File: src/rtl/river_cfg_pkg.sv
// Core-wide configuration constants shared by the RIVER datapath blocks.
`timescale 1ns/1ps
package river_cfg_pkg;

    localparam int RISCV_ARCH = 64;

endpackage

File: src/rtl/alu_logic_arbiter_pkg.sv
// Types for alu_logic_arbiter: FSM states, register struct and its reset value.
// ALU_LOGIC_ARB_ROUND_ROBIN_EN adds the round-robin pointer to the register.
`timescale 1ns/1ps
package alu_logic_arbiter_pkg;

    import river_cfg_pkg::*;

    // Wide enough for the largest requester count (8).
    localparam int ARB_IDW = 3;

    typedef enum logic [1:0] {
        IDLE = 2'd0,
        EXEC = 2'd1,
        RESP = 2'd2
    } arb_state_e;

    typedef struct packed {
        arb_state_e              state;
        logic [ARB_IDW-1:0]      pend_id;
        logic [ARB_IDW-1:0]      resp_id;
        logic [RISCV_ARCH-1:0]   resp_res;
`ifdef ALU_LOGIC_ARB_ROUND_ROBIN_EN
        logic [ARB_IDW-1:0]      rr_ptr;
`endif
    } arb_reg_t;

    // IDLE encodes as zero, so all-zero is the complete reset image.
    localparam arb_reg_t ARB_REG_RESET = '0;

endpackage

File: src/rtl/alu_logic_arbiter_alu_logic.sv
// AluLogic: registered bitwise AND/OR/XOR unit, OR has priority over XOR over AND.
`timescale 1ns/1ps
module AluLogic
    import river_cfg_pkg::*;
#(
    parameter bit async_reset = 1'b0
) (
    input  logic                  i_clk,
    input  logic                  i_nrst,
    input  logic [2:0]            i_mode,
    input  logic [RISCV_ARCH-1:0] i_a1,
    input  logic [RISCV_ARCH-1:0] i_a2,
    output logic [RISCV_ARCH-1:0] o_res
);

    logic [RISCV_ARCH-1:0] r_res;
    logic [RISCV_ARCH-1:0] w_res;

    always_comb begin
        w_res = i_a1 & i_a2;
        if (i_mode[1]) begin
            w_res = i_a1 | i_a2;
        end else if (i_mode[2]) begin
            w_res = i_a1 ^ i_a2;
        end else if (i_mode[0] || i_mode == 3'b000) begin
            w_res = i_a1 & i_a2;
        end
    end

    generate
        if (async_reset) begin : g_async
            always_ff @(posedge i_clk or negedge i_nrst) begin
                if (!i_nrst) begin
                    r_res <= '0;
                end else begin
                    r_res <= w_res;
                end
            end
        end else begin : g_sync
            always_ff @(posedge i_clk) begin
                if (!i_nrst) begin
                    r_res <= '0;
                end else begin
                    r_res <= w_res;
                end
            end
        end
    endgenerate

    assign o_res = r_res;

endmodule

File: src/rtl/alu_logic_arbiter.sv
// Shares one AluLogic unit among NREQ requesters with an IDLE/EXEC/RESP handshake.
// Define ALU_LOGIC_ARB_ROUND_ROBIN_EN for round-robin grants; otherwise fixed priority.
`timescale 1ns/1ps
module alu_logic_arbiter
    import river_cfg_pkg::*;
    import alu_logic_arbiter_pkg::*;
#(
    parameter int NREQ = 4,
    parameter int IDW  = $clog2(NREQ)
) (
    input  logic                            i_clk,
    input  logic                            i_rst,
    input  logic [NREQ-1:0]                 i_req_valid,
    input  logic [NREQ-1:0][2:0]            i_req_mode,
    input  logic [NREQ-1:0][RISCV_ARCH-1:0] i_req_a1,
    input  logic [NREQ-1:0][RISCV_ARCH-1:0] i_req_a2,
    output logic [NREQ-1:0]                 o_req_ready,
    output logic                            o_resp_valid,
    output logic [IDW-1:0]                  o_resp_id,
    output logic [RISCV_ARCH-1:0]           o_resp_res,
    input  logic                            i_resp_ready
);

    arb_reg_t              r_st;
    arb_reg_t              w_st_next;
    logic                  w_found;
    logic [IDW-1:0]        w_win;
    logic [2:0]            w_mode;
    logic [RISCV_ARCH-1:0] w_a1;
    logic [RISCV_ARCH-1:0] w_a2;
    logic [RISCV_ARCH-1:0] w_alu_res;
    logic                  w_nrst;

    always_comb begin
        w_found = 1'b0;
        w_win   = '0;
`ifdef ALU_LOGIC_ARB_ROUND_ROBIN_EN
        // First valid index scanning upward from the pointer, wrapping at NREQ.
        for (int k = 0; k < NREQ; k++) begin
            if (!w_found && i_req_valid[(int'(r_st.rr_ptr) + k) % NREQ]) begin
                w_found = 1'b1;
                w_win   = IDW'((int'(r_st.rr_ptr) + k) % NREQ);
            end
        end
`else
        for (int k = NREQ - 1; k >= 0; k--) begin
            if (i_req_valid[k]) begin
                w_found = 1'b1;
                w_win   = IDW'(k);
            end
        end
`endif
    end

    assign w_mode = i_req_mode[w_win];
    assign w_a1   = i_req_a1[w_win];
    assign w_a2   = i_req_a2[w_win];

    always_comb begin
        o_req_ready = '0;
        if (!i_rst && r_st.state == IDLE && w_found) begin
            o_req_ready[w_win] = 1'b1;
        end
    end

    always_comb begin
        w_st_next = r_st;
        case (r_st.state)
            IDLE: begin
                if (w_found) begin
                    w_st_next.pend_id = ARB_IDW'(w_win);
`ifdef ALU_LOGIC_ARB_ROUND_ROBIN_EN
                    w_st_next.rr_ptr  = ARB_IDW'((int'(w_win) + 1) % NREQ);
`endif
                    w_st_next.state   = EXEC;
                end
            end
            EXEC: begin
                w_st_next.resp_id  = r_st.pend_id;
                w_st_next.resp_res = w_alu_res;
                w_st_next.state    = RESP;
            end
            RESP: begin
                if (i_resp_ready) begin
                    w_st_next.state = IDLE;
                end
            end
            default: begin
                w_st_next.state = IDLE;
            end
        endcase
    end

    always_ff @(posedge i_clk or posedge i_rst) begin
        if (i_rst) begin
            r_st <= ARB_REG_RESET;
        end else begin
            r_st <= w_st_next;
        end
    end

    assign w_nrst = ~i_rst;

    AluLogic #(
        .async_reset(1'b1)
    ) u_alu_logic (
        .i_clk (i_clk),
        .i_nrst(w_nrst),
        .i_mode(w_mode),
        .i_a1  (w_a1),
        .i_a2  (w_a2),
        .o_res (w_alu_res)
    );

    assign o_resp_valid = (r_st.state == RESP);
    assign o_resp_id    = r_st.resp_id[IDW-1:0];
    assign o_resp_res   = r_st.resp_res;

endmodule

File: config.mk
export PLATFORM = sky130hd
export DESIGN_NAME = alu_logic_arbiter
export DESIGN_NICKNAME = d
export VERILOG_FILES = /design/src/rtl/river_cfg_pkg.sv /design/src/rtl/alu_logic_arbiter_pkg.sv /design/src/rtl/alu_logic_arbiter_alu_logic.sv /design/src/rtl/alu_logic_arbiter.sv
export SDC_FILE = /design/constraint.sdc
export NUM_CORES = 1
export LEC_CHECK = 0
export BUFFER_PORTS_ARGS = -buffer_cell sky130_fd_sc_hd__buf_4
export CAP_MARGIN = 20
export CELL_PAD_IN_SITES_DETAIL_PLACEMENT = 0
export CELL_PAD_IN_SITES_GLOBAL_PLACEMENT = 2
export CORE_AREA = 2 2 237 239
export CTS_CLUSTER_DIAMETER = 150
export DETAILED_ROUTE_END_ITERATION = 16
export DIE_AREA = 0 0 239 241
export PLACE_DENSITY_LB_ADDON = 0.1
export SLEW_MARGIN = 20
export SYNTH_ARGS = -nofsm -noshare
export SYNTH_HDL_FRONTEND = slang
export SYNTH_HIERARCHICAL = 1
export SYNTH_SLANG_ARGS = --single-unit
File: constraint.sdc
create_clock -name i_clk -period 3.36 [get_ports i_clk]
set_clock_uncertainty 0.1 [all_clocks]
set_input_delay 0 -clock i_clk [delete_from_list [all_inputs] [get_ports i_clk]]
set_output_delay 0 -clock i_clk [all_outputs]
set_load 0.1 [all_outputs]
==> results of run 1 <==
worst max-delay path, cell delays in order:
cell and delay [ns]:
dlygate4sd3_1 0.56, buf_4 0.18, or2_1 0.29, o21bai_4 0.17
a22o_4 0.88, buf_4 0.44, mux2i_1 0.23, mux2i_1 0.09
area by class of cell:
class | count | share of cell area
inverter | 261 | 0.05636
timing repair buffer | 615 | 0.2707
sequential | 134 | 0.1922
clock buffer | 24 | 0.02933
multi-input combinational | 732 | 0.3943
tap | 704 | 0.05048
clock inverter | 7 | 0.006668
registers in the layout, summed over array words and instances (netlist names):
name               cells
r_st                   4
o_resp_id              2
u_alu_logic/o_res     64
o_resp_res            64
metal layers:
metal | global-route usage | part of all wire | up-vias
met5 | 0 | 0.00056 | -
met4 | 0.04318 | 0.017 | 4
met3 | 0.04369 | 0.066 | 41
met2 | 0.2918 | 0.51 | 329
met1 | 0.1858 | 0.41 | 5414
li1 | - | - | 5478
stage by stage:
stage / total power [mW] / area, µm² / hold slack (ns)
floorplan: 7.822 / 12360 / -0.008450
global placement: 9.081 / 16770 / 0.04658
detailed placement: 9.139 / 16770 / 0.05316
CTS: 11.20 / 17450 / 0.01850
global route: 11.58 / 17450 / 0.05444
finish: 10.99 / 17450 / 0.04147
worst max path at each step:
stage	startpoint	to	slack, ns	depth (start not counted)
6_report	i_req_valid[2]	u_alu_logic/o_res[9]	0.68	8
2_1_floorplan	r_st[70]	o_req_ready[1]	0.35	2
3_5_place_dp	i_req_valid[2]	u_alu_logic/o_res[9]	0.77	7
3_3_place_gp	i_req_valid[2]	u_alu_logic/o_res[14]	0.77	7
4_1_cts	i_req_valid[2]	u_alu_logic/o_res[9]	0.64	8
5_1_grt	i_req_valid[2]	u_alu_logic/o_res[9]	0.51	8
power by group:
group	total [mW]	switching [mW]	internal, mW
sequential	2.49	0.275	2.21
clock	1.99	0.705	1.28
combinational	6.52	4.66	1.86
==> key figures, run 1 <==
Finish
  – FILL cells: 5,822
  – Nets: 2,420
  – Fin cells: 2,477
  – Multi-input gate area: 0.006882 mm²
  – Post-layout util: 0.3180
  – Number of diodes: 0
  – Register area: 0.003353 mm²
  – Share of cells above drive strength 1: 0.3644
  – Commonest non-fill, non-tap cells in the layout: 602 x buf_4, 260 x inv_1, 134 x dfrtp_1
  – Layout area overhead: 41.25%
  – Most common cell after layout, fill and taps aside: buf_4

Detailed routing
  – Drt wl/cell: 19.51 µm
  – Pre-Repair DR Iteration Count: 4
  – Wirelength, routed: 48,330 µm
  – Total number of vias: 11.27k
  – DRT antenna net count: 0
  – DRC viols: 0
  – Vias per std cell: 4.548
  – Initial DRC count: 344

Power
  – Pwr/cell area: 629.7 mW/mm²
  – Static Leakage: 9.339 nW
  – Maximum VDD drop: 0.3516 mV

Clocking
  – CTS resizes: 0
  – Number of buffers created by CTS: 17
  – Setup Fix Bufs, Post-CTS: 0
  – # hold bufs at CTS: 5
  – Root buffer cell: clkbuf_16
  – CTS Buffer Depth: 2
  – CTS HTree Levels: 4
  – Clk sinks: 134
  – CTS tree: done
  – CTS clk-pin slew, worst paths: 0.06 ns
  – Skew-Pair Late Insertion Delay: 0.43 ns

Global route
  – Grt ovf: 0
  – Vias in the first global route: 11.43k
  – Initial antenna violation count: 2
  – Pin count of the biggest net entering global routing: 131
  – First-pass GRT wire length: 69,910 µm
  – Tot GR Track Use: 0.1610

Placement
  – Placed insts: 2,441
  – DP HPWL: 35,900 µm
  – GPL Wtd Cong: 0.7426
  – Setup WS pre-CTS: 0.7734 ns
  – Port buffer count: 597

Synth
  – Synth Instances: 1,303
  – Synth Cell Area: 0.01235 mm²
  – Synth warn: 6
  – Post-synthesis area per instance: 9.481 µm²
  – Synth Net Count: 1,962

Setup path
  – Critical path endpoint category: flop
  – R2R cell count: 3
  – Crit Reg-Reg Startpoint: r_st[71]
  – CP startpoint kind: input pin
  – Reg2Reg Capture Point: o_resp_res[60]
  – Worst reg-to-reg setup slack: 1.43 ns
  – Setup CP Type: input pin to flop
  – Worst path required time: 3.55 ns
  – CP arrival: 2.87 ns
  – Crit Path Max Fanout: 52

Timing
  – Setup-failing EPs final: 0
  – Final setup margin: 0.6840 ns
  – Worst Tran Pin Value: 1.076 ns
  – Count of pins over their slew limit: 0
  – Fmax: 0.3737 GHz
  – Final min period: 2.676 ns
  – Fin crit share: 0.7964
  – RSZ-0062 raised after global routing: false
  – Relative slew slack: 0.2829
  – Final Hold Fails: 0
  – Final setup TNS: 0 ns

Die
  – Die width: 239 µm
  – Die Height: 241 µm
  – Ports: 602
  – Starting Density: 0.2251
  – # rows: 86
  – Placeable Area: 0.05488 mm²
  – Die ar.: 0.05760 mm²

Run status
  – Outcome: finished clean

Worst hold path
  – Worst hold endpoint: u_alu_logic/o_res[12]
  – Hold path cells: 5
  – Min-delay src: i_req_a2[12]
  – Worst hold path class: input pin to flop

Job
  – Max_cap viols: 0
(Power assumes the default switching activity.)
==> run 2: changes to the inputs <==
- CORE_AREA: 2 2 237 239 -> 2 2 238 240
- DIE_AREA: 0 0 239 241 -> 0 0 240 242
- clock period: 3.36 -> 2.7 ns (I/O delays scaled with it)
==> key figures, run 2 (synthesized netlist as in run 1, its figures left out) <==
Finish
  – FILL cells: 5,956 (+2.3%)
  – Number of diodes: 0 (unchanged)
  – Most common cell after layout, fill and taps aside: buf_4
  – Finished Cell Area: 0.01766 mm² (+1.2%)
  – Commonest non-fill, non-tap cells in the layout: 602 x buf_4, 260 x inv_1, 134 x dfrtp_1
  – Share of cells above drive strength 1: 0.3683 (+0.003919)
  – Layout area overhead: 42.91%
  – Nets: 2,430 (+0.41%)

Global route
  – First-pass GRT wire length: 71,710 µm (+2.6%)
  – Initial antenna violation count: 0 (-2)
  – Vias in the first global route: 12.10k (+5.9%)
  – Tot GR Track Use: 0.1617 (+0.0007573)
  – Pin count of the biggest net entering global routing: 132 (+0.76%)
  – Grt ovf: 0 (unchanged)

Clocking
  – Number of buffers created by CTS: 17 (unchanged)
  – CTS HTree Levels: 4 (unchanged)
  – CTS tree: done
  – CTS clk-pin slew, worst paths: 0.06 ns (about the same)
  – Root buffer cell: clkbuf_16
  – CTS resizes: 0 (unchanged)
  – CTS Buffer Depth: 2 (unchanged)
  – Clk sinks: 134 (unchanged)
  – Skew-Pair Late Insertion Delay: 0.43 ns (about the same)

Detailed routing
  – Initial DRC count: 409 (+19%)
  – Total number of vias: 11.32k (+0.51%)
  – Drt wl/cell: 18.87 µm (-3.3%)
  – DRC viols: 0 (unchanged)
  – Wirelength, routed: 47,940 µm (-0.80%)
  – DRT antenna net count: 0 (unchanged)
  – Vias per std cell: 4.458 (-2.0%)
  – Pre-Repair DR Iteration Count: 4 (unchanged)

Timing
  – RSZ-0062 raised after global routing: false
  – Setup-failing EPs final: 0 (unchanged)
  – Count of pins over their slew limit: 0 (unchanged)
  – Final min period: 2.310 ns
  – Worst Tran Pin Value: 0.9247 ns (-0.1510 ns)
  – Fmax: 0.4329 GHz
  – Final setup TNS: 0 ns (unchanged)
  – Relative slew slack: 0.3836 (+0.1007)
  – Fin crit share: 0.8556
  – Final Hold Fails: 0 (unchanged)

Power
  – Power share of the clock group: 0.167 (-0.014)
  – Pwr/cell area: 764.6 mW/mm² (+21%)
  – Flop pwr share: 0.229 (+0.003)
  – Static Leakage: 9.403 nW (+0.69%)
  – P_sw: 7.039 mW (+25%)
  – Switch share: 0.5214 (+0.008414)
  – Gate power share: 0.604 (+0.011)
  – Maximum VDD drop: 0.5302 mV (+51%)
  – Pint: 6.461 mW (+21%)

Worst hold path
  – Worst hold path class: input pin to flop

Setup path
  – Crit Path Max Fanout: 131 (+150%)
  – Setup CP Type: input pin to flop
  – Critical path endpoint category: flop
  – CP startpoint kind: input pin
  – Worst path required time: 2.91 ns (-0.64 ns)
  – Worst reg-to-reg setup slack: 0.87 ns (-0.56 ns)
  – CP arrival: 2.52 ns (-0.35 ns)

Placement
  – GPL Wtd Cong: 0.7797 (+5.0%)
  – DP HPWL: 37,030 µm (+3.2%)
  – Placed cell areas: 0.01704 mm² (+1.6%)
  – Port buffer count: 597 (unchanged)

Die
  – Die width: 240 µm (+0.42%)
  – Starting Density: 0.2217 (-0.003457)
  – Die ar.: 0.05808 mm² (+0.84%)
  – Placeable Area: 0.05573 mm² (+1.6%)
  – Die Height: 242 µm (+0.41%)
  – Ports: 602 (unchanged)
  – # rows: 87 (+1.2%)

Job
  – Max_cap viols: 0 (unchanged)

Run status
  – Outcome: finished clean
run 2: power groups by stage:
stage / clock network (mW) / logic [mW] / registers [mW]
2_1_floorplan: 0 / 6.73 / 3.01
3_3_place_gp: 0 / 8.24 / 3.11
3_5_place_dp: 0 / 8.28 / 3.15
4_1_cts: 2.35 / 8.32 / 3.12
5_1_grt: 2.43 / 8.61 / 3.21
6_report: 2.25 / 8.15 / 3.10
run 2: routing by layer:
layer | GRT usage | vias to the layer above | wire, µm
met1 | 0.1904 | 5472 | 19920
met4 | 0.04567 | 0 | 1021
met5 | 0 | - | 0
li1 | - | 5501 | -
met2 | 0.2905 | 309 | 24310
met3 | 0.03692 | 41 | 2692
run 2: final timing paths:
check                                         to  depth (start not counted)             startpoint
hold reg to reg                   o_resp_res[42]                          1  u_alu_logic/o_res[42]
setup reg to reg                   o_resp_res[9]                          3               r_st[71]
hold / removal              u_alu_logic/o_res[3]                          3          i_req_mode[1]
setup / recovery           u_alu_logic/o_res[46]                          9         i_req_valid[2]
max in group asynchronous  u_alu_logic/o_res[34]                          4                  i_rst
min in group asynchronous               r_st[67]                          3                  i_rst
run 2: cell type report:
| cell class | instances | area [µm²] | area share |
|---|---|---|---|
| inverters | 261 | 983.4 | 0.05570 |
| clock inverters | 9 | 75.07 | 0.004252 |
| repair buffers | 625 | 4923 | 0.2789 |
| multi-input cells | 732 | 6887 | 0.3900 |
| well taps | 756 | 945.9 | 0.05358 |
| flip-flops and latches | 134 | 3353 | 0.1899 |
| clock buffers | 23 | 488.0 | 0.02764 |
run 2: critical path: stages:
cell	delay (ns)
dlygate4sd3_1	0.56
buf_4	0.17
buf_12	0.19
a221o_1	0.54
a22o_1	0.24
inv_1	0.07
ha_1	0.23
mux2i_1	0.13
mux2i_1	0.08
run 2: repair_timing:
action	4_1_cts	5_1_grt
hold endpoints to repair	138	0
hold buffers	5	0
setup buffers	0	0
run 2: through the flow:
| stage | setup slack [ns] | total power, mW | std cells | utilization | hold slack (ns) |
|---|---|---|---|---|---|
| global route | 0.2604 | 14.25 | 2540 | 0.3168 | 0.04112 |
| CTS | 0.3896 | 13.79 | 2540 | 0.3168 | 0.01077 |
| global placement | 0.5055 | 11.35 | 2503 | 0.3058 | -0.04518 |
| detailed placement | 0.5081 | 11.43 | 2503 | 0.3058 | -0.04117 |
| finish | 0.3898 | 13.50 | 2540 | 0.3168 | 0.03061 |
| floorplan | 0.6858 | 9.735 | 1303 | - | -0.008450 |
==> run 3: changes to the inputs <==
- clock period: 2.7 -> 2.4 ns (I/O delays scaled with it)
==> key figures, run 3 (synthesized netlist as in run 1, its figures left out) <==
Detailed routing
  – Initial DRC count: 475 (+16%)
  – Drt wl/cell: 19.02 µm (+0.77%)
  – Vias per std cell: 4.422 (-0.81%)
  – Total number of vias: 11.36k (+0.32%)
  – DRC viols: 0 (unchanged)
  – Wirelength, routed: 48,860 µm (+1.9%)
  – DRT antenna net count: 0 (unchanged)
  – Pre-Repair DR Iteration Count: 4 (unchanged)

Die
  – Starting Density: 0.2217 (unchanged)
  – Die width: 240 µm (unchanged)
  – Ports: 602 (unchanged)
  – Die Height: 242 µm (unchanged)
  – Placeable Area: 0.05573 mm² (unchanged)
  – # rows: 87 (unchanged)
  – Die ar.: 0.05808 mm² (unchanged)

Power
  – Static Leakage: 9.548 nW (+1.5%)
  – Pwr/cell area: 849.8 mW/mm² (+11%)
  – Maximum VDD drop: 0.4916 mV (-7.3%)

Setup path
  – Crit Path Max Fanout: 25 (-81%)
  – Critical path endpoint category: flop
  – CP startpoint kind: input pin
  – Worst path required time: 2.60 ns (-0.31 ns)
  – Setup CP Type: input pin to flop
  – CP arrival: 2.39 ns (-0.13 ns)

Timing
  – Worst Tran Pin Value: 0.7957 ns (-0.1289 ns)
  – Final min period: 2.193 ns
  – Relative slew slack: 0.4695 (+0.08594)
  – Fin crit share: 0.9136
  – Final Hold Slack: 0.05380 ns (+0.02319 ns)
  – Final setup TNS: 0 ns (unchanged)
  – Count of pins over their slew limit: 0 (unchanged)
  – Fmax: 0.4561 GHz
  – RSZ-0062 raised after global routing: false
  – Final Hold Fails: 0 (unchanged)
  – Setup-failing EPs final: 0 (unchanged)

Clocking
  – Setup Fix Bufs, Post-CTS: 0 (unchanged)
  – CTS tree: done
  – CTS Buffer Depth: 2 (unchanged)
  – Root buffer cell: clkbuf_16
  – Skew-Pair Late Insertion Delay: 0.43 ns (about the same)
  – Clk sinks: 134 (unchanged)
  – CTS HTree Levels: 4 (unchanged)
  – CTS clk-pin slew, worst paths: 0.06 ns (about the same)
  – Number of buffers created by CTS: 17 (unchanged)

Job
  – Max_cap viols: 0 (unchanged)

Finish
  – Nets: 2,460 (+1.2%)
  – Register area: 0.003353 mm² (unchanged)
  – Post-layout util: 0.3211 (+0.004355)
  – Share of cells above drive strength 1: 0.3745 (+0.006244)
  – Most common cell after layout, fill and taps aside: buf_4
  – Fin cells: 2,569 (+1.1%)
  – Layout area overhead: 44.88%
  – Multi-input gate area: 0.006887 mm² (unchanged)
  – FILL cells: 5,850 (-1.8%)
  – Commonest non-fill, non-tap cells in the layout: 627 x buf_4, 260 x inv_1, 134 x dfrtp_1
  – Finished Cell Area: 0.01790 mm² (+1.4%)
  – Number of diodes: 0 (unchanged)

Global route
  – Pin count of the biggest net entering global routing: 109 (-17%)
  – Tot GR Track Use: 0.1632 (+0.001518)
  – Grt ovf: 0 (unchanged)
  – Vias in the first global route: 11.88k (-1.9%)
  – Initial antenna violation count: 0 (unchanged)
  – First-pass GRT wire length: 71,720 µm (about the same)

Run status
  – Outcome: finished clean

Placement
  – GPL Wtd Cong: 0.7934 (+1.8%)
  – DP HPWL: 38,250 µm (+3.3%)
  – Placed cell areas: 0.01729 mm² (+1.5%)
  – Port buffer count: 597 (unchanged)
  – Placed insts: 2,531 (+1.1%)

Worst hold path
  – Worst hold path class: input pin to flop
[run 3: cell types whose count changed in the layout (fill, tap and decap cells not counted)]
cell,before,now
buf_12,17,20
buf_4,602,627
clkbuf_8,5,4
clkbuf_1,2,7
dlygate4sd3_1,5,7
clkinvlp_4,3,1
clkinv_2,6,3
[run 3: area by class of cell]
| cell class | count | share of cell area |
|---|---|---|
| Multi-Input combinational cell | 732 | 0.3848 |
| Timing Repair Buffer | 655 | 0.2900 |
| Sequential cell | 134 | 0.1873 |
| Inverter | 261 | 0.05495 |
| Tap cell | 756 | 0.05285 |
| Clock buffer | 27 | 0.02754 |
| Clock inverter | 4 | 0.002517 |
[run 3: worst max-delay path, cell delays in order]
cell,delay (ns)
dlygate4sd3_1,0.56
buf_4,0.16
or2_1,0.27
o21bai_4,0.20
buf_12,0.22
buf_12,0.19
a22o_1,0.21
inv_1,0.06
ha_1,0.28
mux2i_1,0.13
mux2i_1,0.08
[run 3: timing repair]
item,in CTS,in global routing
hold endpoints to repair,146,0
resized for setup,0,0
hold buffers,7,0
[run 3: metal layers]
layer	vias up	track usage	wire, µm
li1	5550	-	-
met1	5445	0.1892	20080
met2	328	0.2991	25020
met3	36	0.03772	2976
met4	0	0.04019	787
met5	-	0	0
[run 3: worst paths after layout]
kind	from	endpoint	slack [ns]	depth (start not counted)
max	i_req_valid[3]	u_alu_logic/o_res[19]	0.21	11
min	i_req_a1[44]	u_alu_logic/o_res[44]	0.05	5
max reg2reg	r_st[70]	r_st[67]	0.76	4
min reg2reg	u_alu_logic/o_res[42]	o_resp_res[42]	0.34	1
max in group asynchronous	i_rst	o_resp_res[26]	1.45	4
min in group asynchronous	i_rst	o_resp_res[55]	0.21	4
[run 3: report_power, final]
group	switching [mW]	leakage [nW]	internal, mW
clock network	0.975	0.265	1.50
registers	0.390	1.56	3.10
logic	6.55	7.72	2.71
total	7.91	9.55	7.30
[run 3: metrics by stage]
step,setup WS [ns],power (mW)
after floorplan,0.3858,10.95
after global placement,0.2718,12.82
after detailed placement,0.2595,12.91
after CTS,0.1958,15.52
after global routing,0.06098,16.03
final,0.2074,15.21
